File: src/rtl/dm_sram_responder.sv
// Data-memory responder: accepts one MEM-stage load/store at a time and sequences an
// asynchronous 32-bit SRAM, stalling the pipeline until the access retires.
module dm_sram_responder #(
  parameter int ADDR_W   = 20,
  parameter int RD_WAIT  = 1,
  parameter int WR_PULSE = 2
) (
  input  logic              clk,
  input  logic              resetn,
  input  logic [31:0]       dm_addr_i,
  input  logic              dm_re_i,
  input  logic              dm_we_i,
  input  logic [3:0]        dm_wbe_n_i,
  input  logic [31:0]       dm_wdata_i,
  output logic [31:0]       dm_rdata_o,
  output logic              dm_stall_o,
  output logic [ADDR_W-1:0] sram_addr_o,
  output logic [3:0]        sram_be_n_o,
  output logic              sram_ce_n_o,
  output logic              sram_oe_n_o,
  output logic              sram_we_n_o,
  output logic [31:0]       sram_data_o,
  output logic              sram_data_oe_o,
  input  logic [31:0]       sram_data_i
);

  localparam int MAX_WAIT = (RD_WAIT > WR_PULSE) ? RD_WAIT : WR_PULSE;
  localparam int CNT_W    = (MAX_WAIT > 1) ? $clog2(MAX_WAIT) : 1;
  localparam logic [CNT_W-1:0] CNT_ZERO = CNT_W'(0);
  localparam logic [CNT_W-1:0] CNT_ONE  = CNT_W'(1);
  localparam logic [CNT_W-1:0] RD_LAST  = CNT_W'(RD_WAIT - 1);
  localparam logic [CNT_W-1:0] WR_LAST  = CNT_W'(WR_PULSE - 1);

  typedef enum logic [2:0] {
    ST_IDLE     = 3'd0,
    ST_RD       = 3'd1,
    ST_WR_SETUP = 3'd2,
    ST_WR_PULSE = 3'd3,
    ST_WR_HOLD  = 3'd4,
    ST_DONE     = 3'd5
  } state_t;

  state_t            state_r;
  state_t            state_nxt_s;
  logic [CNT_W-1:0]  cnt_r;
  logic [CNT_W-1:0]  cnt_nxt_s;
  logic [ADDR_W-1:0] addr_r;
  logic [3:0]        mask_r;
  logic [31:0]       wdata_r;
  logic [31:0]       rdata_r;
  logic              ce_n_r;
  logic              oe_n_r;
  logic              we_n_r;
  logic              data_oe_r;
  logic [3:0]        be_n_r;
  logic              ce_n_nxt_s;
  logic              oe_n_nxt_s;
  logic              we_n_nxt_s;
  logic              data_oe_nxt_s;
  logic [3:0]        be_n_nxt_s;
  logic [3:0]        mask_s;
  logic              req_s;
  logic              accept_s;
  logic              capture_s;
  logic              unused_s;

  assign req_s    = (dm_re_i | dm_we_i) & (dm_wbe_n_i != 4'b1111);
  assign accept_s = (state_r == ST_IDLE) & req_s;
  // The write mask is not latched yet on the accepting edge, so take it from the port.
  assign mask_s   = (state_r == ST_IDLE) ? dm_wbe_n_i : mask_r;
  assign unused_s = ^{dm_addr_i[31:ADDR_W+2], dm_addr_i[1:0]};

  // Next-state and wait-counter sequencing.
  always_comb begin
    state_nxt_s = state_r;
    cnt_nxt_s   = cnt_r;
    capture_s   = 1'b0;
    case (state_r)
      ST_IDLE: begin
        cnt_nxt_s = CNT_ZERO;
        if (req_s) begin
          if (dm_we_i) begin
            state_nxt_s = ST_WR_SETUP;
          end else begin
            state_nxt_s = ST_RD;
          end
        end else begin
          state_nxt_s = ST_IDLE;
        end
      end
      ST_RD: begin
        if (cnt_r == RD_LAST) begin
          state_nxt_s = ST_DONE;
          cnt_nxt_s   = CNT_ZERO;
          capture_s   = 1'b1;
        end else begin
          cnt_nxt_s   = cnt_r + CNT_ONE;
        end
      end
      ST_WR_SETUP: begin
        state_nxt_s = ST_WR_PULSE;
        cnt_nxt_s   = CNT_ZERO;
      end
      ST_WR_PULSE: begin
        if (cnt_r == WR_LAST) begin
          state_nxt_s = ST_WR_HOLD;
          cnt_nxt_s   = CNT_ZERO;
        end else begin
          cnt_nxt_s   = cnt_r + CNT_ONE;
        end
      end
      ST_WR_HOLD: begin
        state_nxt_s = ST_DONE;
        cnt_nxt_s   = CNT_ZERO;
      end
      ST_DONE: begin
        state_nxt_s = ST_IDLE;
        cnt_nxt_s   = CNT_ZERO;
      end
      default: begin
        state_nxt_s = ST_IDLE;
        cnt_nxt_s   = CNT_ZERO;
      end
    endcase
  end

  // Strobe decode from the state being entered, so every pad strobe leaves a flop.
  always_comb begin
    ce_n_nxt_s    = 1'b1;
    oe_n_nxt_s    = 1'b1;
    we_n_nxt_s    = 1'b1;
    data_oe_nxt_s = 1'b0;
    be_n_nxt_s    = 4'b1111;
    case (state_nxt_s)
      ST_RD: begin
        ce_n_nxt_s = 1'b0;
        oe_n_nxt_s = 1'b0;
        be_n_nxt_s = 4'b0000;
      end
      ST_WR_SETUP, ST_WR_HOLD: begin
        ce_n_nxt_s    = 1'b0;
        data_oe_nxt_s = 1'b1;
        be_n_nxt_s    = mask_s;
      end
      ST_WR_PULSE: begin
        ce_n_nxt_s    = 1'b0;
        we_n_nxt_s    = 1'b0;
        data_oe_nxt_s = 1'b1;
        be_n_nxt_s    = mask_s;
      end
      default: begin
        ce_n_nxt_s    = 1'b1;
        oe_n_nxt_s    = 1'b1;
        we_n_nxt_s    = 1'b1;
        data_oe_nxt_s = 1'b0;
        be_n_nxt_s    = 4'b1111;
      end
    endcase
  end

  // State, counter and pad strobe registers.
  always_ff @(posedge clk or negedge resetn) begin
    if (!resetn) begin
      state_r   <= ST_IDLE;
      cnt_r     <= CNT_ZERO;
      ce_n_r    <= 1'b1;
      oe_n_r    <= 1'b1;
      we_n_r    <= 1'b1;
      data_oe_r <= 1'b0;
      be_n_r    <= 4'b1111;
    end else begin
      state_r   <= state_nxt_s;
      cnt_r     <= cnt_nxt_s;
      ce_n_r    <= ce_n_nxt_s;
      oe_n_r    <= oe_n_nxt_s;
      we_n_r    <= we_n_nxt_s;
      data_oe_r <= data_oe_nxt_s;
      be_n_r    <= be_n_nxt_s;
    end
  end

  // Request capture on acceptance; address and data then hold until the next access.
  always_ff @(posedge clk or negedge resetn) begin
    if (!resetn) begin
      addr_r  <= {ADDR_W{1'b0}};
      mask_r  <= 4'b1111;
      wdata_r <= 32'h0000_0000;
    end else if (accept_s) begin
      addr_r  <= dm_addr_i[ADDR_W+1:2];
      mask_r  <= dm_wbe_n_i;
      wdata_r <= dm_wdata_i;
    end else begin
      addr_r  <= addr_r;
      mask_r  <= mask_r;
      wdata_r <= wdata_r;
    end
  end

  // Read word capture on the final RD edge.
  always_ff @(posedge clk or negedge resetn) begin
    if (!resetn) begin
      rdata_r <= 32'h0000_0000;
    end else if (capture_s) begin
      rdata_r <= sram_data_i;
    end else begin
      rdata_r <= rdata_r;
    end
  end

  assign dm_stall_o     = accept_s | (state_r == ST_RD) | (state_r == ST_WR_SETUP) |
                          (state_r == ST_WR_PULSE) | (state_r == ST_WR_HOLD);
  assign dm_rdata_o     = rdata_r;
  assign sram_addr_o    = addr_r;
  assign sram_be_n_o    = be_n_r;
  assign sram_ce_n_o    = ce_n_r;
  assign sram_oe_n_o    = oe_n_r;
  assign sram_we_n_o    = we_n_r;
  assign sram_data_o    = wdata_r;
  assign sram_data_oe_o = data_oe_r;

endmodule

File: config.mk
export PLATFORM = sky130hd
export DESIGN_NAME = dm_sram_responder
export DESIGN_NICKNAME = d
export VERILOG_FILES = /design/src/rtl/dm_sram_responder.sv
export SDC_FILE = /design/constraint.sdc
export NUM_CORES = 1
export LEC_CHECK = 0
export CORE_UTILIZATION = 40
export DETAILED_ROUTE_END_ITERATION = 16
export GPL_TIMING_DRIVEN = 0
export PLACE_DENSITY = 0.81
export SYNTH_ARGS = -nofsm -noshare
export SYNTH_HDL_FRONTEND = slang
export SYNTH_SLANG_ARGS = --single-unit
File: constraint.sdc
create_clock -name clk -period 2.4 [get_ports clk]
set_input_delay 0.48 -clock clk [delete_from_list [all_inputs] [get_ports clk]]
set_output_delay 0.48 -clock clk [all_outputs]
set_load 0.02 [all_outputs]
==> run_results.csv <==
group,metric,value,unit
cts,ctsHoldBuffers,0,
global_routing,grt_util_all_layers,18.0,%
floorplan,core_area,9280,um^2
sta,drv_slew,0,
floorplan,io_pins,197,
floorplan,chipHeight,100,um
final_layout,n_antenna_cell,0,
power,leakage,2.49,nW
yosys,syn-cell-area,3840,um^2
sta,slew_headroom,32.8,%
worst_setup_path,cp_slowest_cell,"clkdlybuf4s50_1",
placement,dp_hpwl,6.53,mm
power,ir_drop,0.689,mV
sta,tightest_slew,0.995,ns
worst_setup_path,crit_arrival,1.86,ns
cts,cts-root-buf,"clkbuf_8",
routing,vias,2682,
worst_setup_path,crit_path_end_kind,"output port",
sta,setup_viol,0,
yosys,yosysSeqAreaShare,65.5,%
worst_setup_path,crit_chain,"clkdlybuf4s50_1, and4_1, a211oi_4, buf_6, a21o_1, buf_4",
routing,wirelength,8.65,mm
final_layout,nets,544,
routing,wire_per_inst,15.1,um
sta,max_freq,428,MHz
yosys,synth_area_leaders,"dfrtp_1 (58%), mux2_2 (17%), mux2_1 (9.1%)",
sta,fin_skew,0.0122,ns
final_layout,drive_gt1_share,22.5,%
yosys,yosys_warnings,0,
yosys,avgSynthCellArea,15.9,um^2
cts,tritoncts,"yes",
floorplan,die_area,10000,um^2
worst_setup_path,path_max_fanout,5,
power,p_int,5.64,mW
yosys,ys.flop_type,"dfrtp_1",
final_layout,area.growth.synth_to_final,58.9,%
global_routing,grt_pass1_vias,2881,
cts,htreeDepth,3,
yosys,ys_ff_latch,100,
cts,clkSinkCount,100,
worst_setup_path,worstSetupStartpointType,"input pin",
power,power_frac_clock,13.5,%
global_routing,grt_pass1_wl,14.0,mm
placement,place_area,5870,um^2
sta,tns,0,ns
power,sequentialPowerShare,34.5,%
global_routing,overflow,0,
global_routing,grt_max_degree,54,
placement,routabilityCongestion,0.845,
worst_setup_path,worstPathRequired,1.92,ns
yosys,netlist_instances,241,
run_status,status,"complete, no violations",
sta,rsz0062_at_grt,"false",
final_layout,nFillCells,702,
placement,numPortBuffers,184,
yosys,ys_types,25,
worst_hold_path,hold_class,"in2async",
routing,dr.pass1.iters,4,
cts,cts_buffer_depth,2,
floorplan,std_cell_rows,35,
routing,viasPerCell,4.67,
routing,postRouteAntennaNets,0,
job,drv_cap,0,
floorplan,die_x,100,um
global_routing,antenna_found_initial,0,
yosys,async_reset_ff_share,100,%
cts,clkLatencyLatePin,0.35,ns
power,combPwrFrac,52.0,%
yosys,netlist.top_cell.by_area,"dfrtp_1",
sta,fin_crit_sh,97.5,%
routing,drc_errors,0,
worst_setup_path,max_stage_delay,0.51,ns
final_layout,post-route-util,65.8,%
sta,min_period,2.34,ns
power,power_switching,3.05,mW
cts,numCtsBuffers,9,
floorplan,start_util,41.4,%
power,switching_share,35.1,%
power,power_density,1420,nW/um^2
yosys,synth_top_area_share,57.9,%
final_layout,design_area,6110,um^2
worst_setup_path,critical_path_class,"in2out",
sta,hold_violations,0,
yosys,synth_fp_nets,345,
yosys,synth_edf_count,0,
routing,dr.first_iter.drc_count,31,
cts,cts.clk_slew.worst_paths,0.09,ns
power,p_total,8.69,mW
## repair_timing
item	CTS	global route
setup endpoints to repair	1	1
pin swaps	2	1
gates resized for setup	5	0
buffers inserted	4	0
## cells in the mapped netlist (all sizes together) (2+ instances only)
cell,count
dfrtp,89
mux2,88
dfstp,11
buf,10
nand2,9
o21ai,6
a32oi,4
nand2b,3
nor2,3
a21oi,2
clkbuf,2
inv,2
nor3,2
o41ai,2
or3,2
## state kept, by name (all words and copies together) (netlist names), 3 cells and up
name	count
dm_rdata_o	32
sram_data_o	32
sram_addr_o	20
mask_r	4
sram_be_n_o	4
state_r	3
## metal layers
metal / global-route usage (%) / vias to the layer above / wire length, um / share of wire [%]
met1: 22.4 / 1302 / 3580 / 41
met2: 30.8 / 123 / 4350 / 50
li1: - / 1246 / - / -
met3: 5.01 / 11 / 623 / 7.2
met4: 5.35 / 0 / 96 / 1.1
met5: 0 / - / 0 / 0
## critical path, delay by kind of cell
family / cells / cell delay (ns)
AND/OR/NAND/NOR: 1 / 0.37
AO/OA/AOI/OAI: 2 / 0.22
buffers and inverters: 3 / 0.79
## final timing paths
| kind | endpoint | cells past startpoint | slack [ns] | from |
|---|---|---|---|---|
| worst min-delay path | sram_addr_o[1] | 1 | 0.14 | resetn |
| worst max-delay path | dm_stall_o | 6 | 0.06 | dm_wbe_n_i[2] |
| max in group asynchronous | sram_we_n_o | 2 | 1.56 | resetn |
| worst min register to register | sram_data_o[28] | 1 | 0.49 | sram_data_o[28] |
| min in group clk | sram_data_o[28] | 1 | 0.49 | sram_data_o[28] |
| worst max register to register | sram_data_o[20] | 7 | 0.33 | state_r[2] |
## per-stage QoR
step | setup slack [ns] | hold WS (ns) | std cells
final | 0.0609 | 0.137 | 574
after global routing | 0.0119 | 0.174 | 574
after detailed placement | -0.681 | 0.476 | 555
after CTS | 0.0437 | 0.149 | 574
after floorplan | 0.336 | 0.184 | 241
after global placement | -2.78 | 0.468 | 554
## cell families (layout without fill, tap and decap cells)
logic type	count (synthesis)	count (layout)	share of synthesized area, %
muxes	88	88	25.8
buffers and inverters	14	218	2.47
xor gates and xnor gates	1	1	0.228
DFF	100	100	65.5
AOI/OAI and AO/OA	17	17	3.32
and+or+nand+nor	21	21	2.73
## cell usage in the layout, fill, tap and decap left out, types with 3 or more instances in the layout
master           count
a32oi_1              4
buf_2                4
buf_4                8
buf_6                3
clkbuf_1             4
clkbuf_8            10
clkdlybuf4s50_1    182
dfrtp_1             89
dfstp_2             11
mux2_1              31
mux2_2              57
nand2_1              9
nand2b_1             3
nor2_1               3
o21ai_0              6
## power by group through the flow
stage	registers, mW	clock network, mW	logic (mW)
CTS	3.00	1.21	4.59
floorplan	3.96	0	1.49
finish	2.99	1.17	4.52
global placement	2.98	0	4.48
detailed placement	3.03	0	4.56
global route	3.10	1.29	4.81
## layout make-up
cell class | instances | area (um^2) | share of cell area (%)
buffer | 11 | 76.3 | 1.25
clock inverter | 4 | 75.1 | 1.23
tap | 129 | 161 | 2.64
clock buffer | 12 | 145 | 2.38
timing repair buffer | 189 | 1890 | 31.0
inverter | 2 | 7.51 | 0.123
sequential | 100 | 2520 | 41.2
multi-input combinational | 127 | 1230 | 20.2
Note: power is estimated with default switching activity, not from simulation.
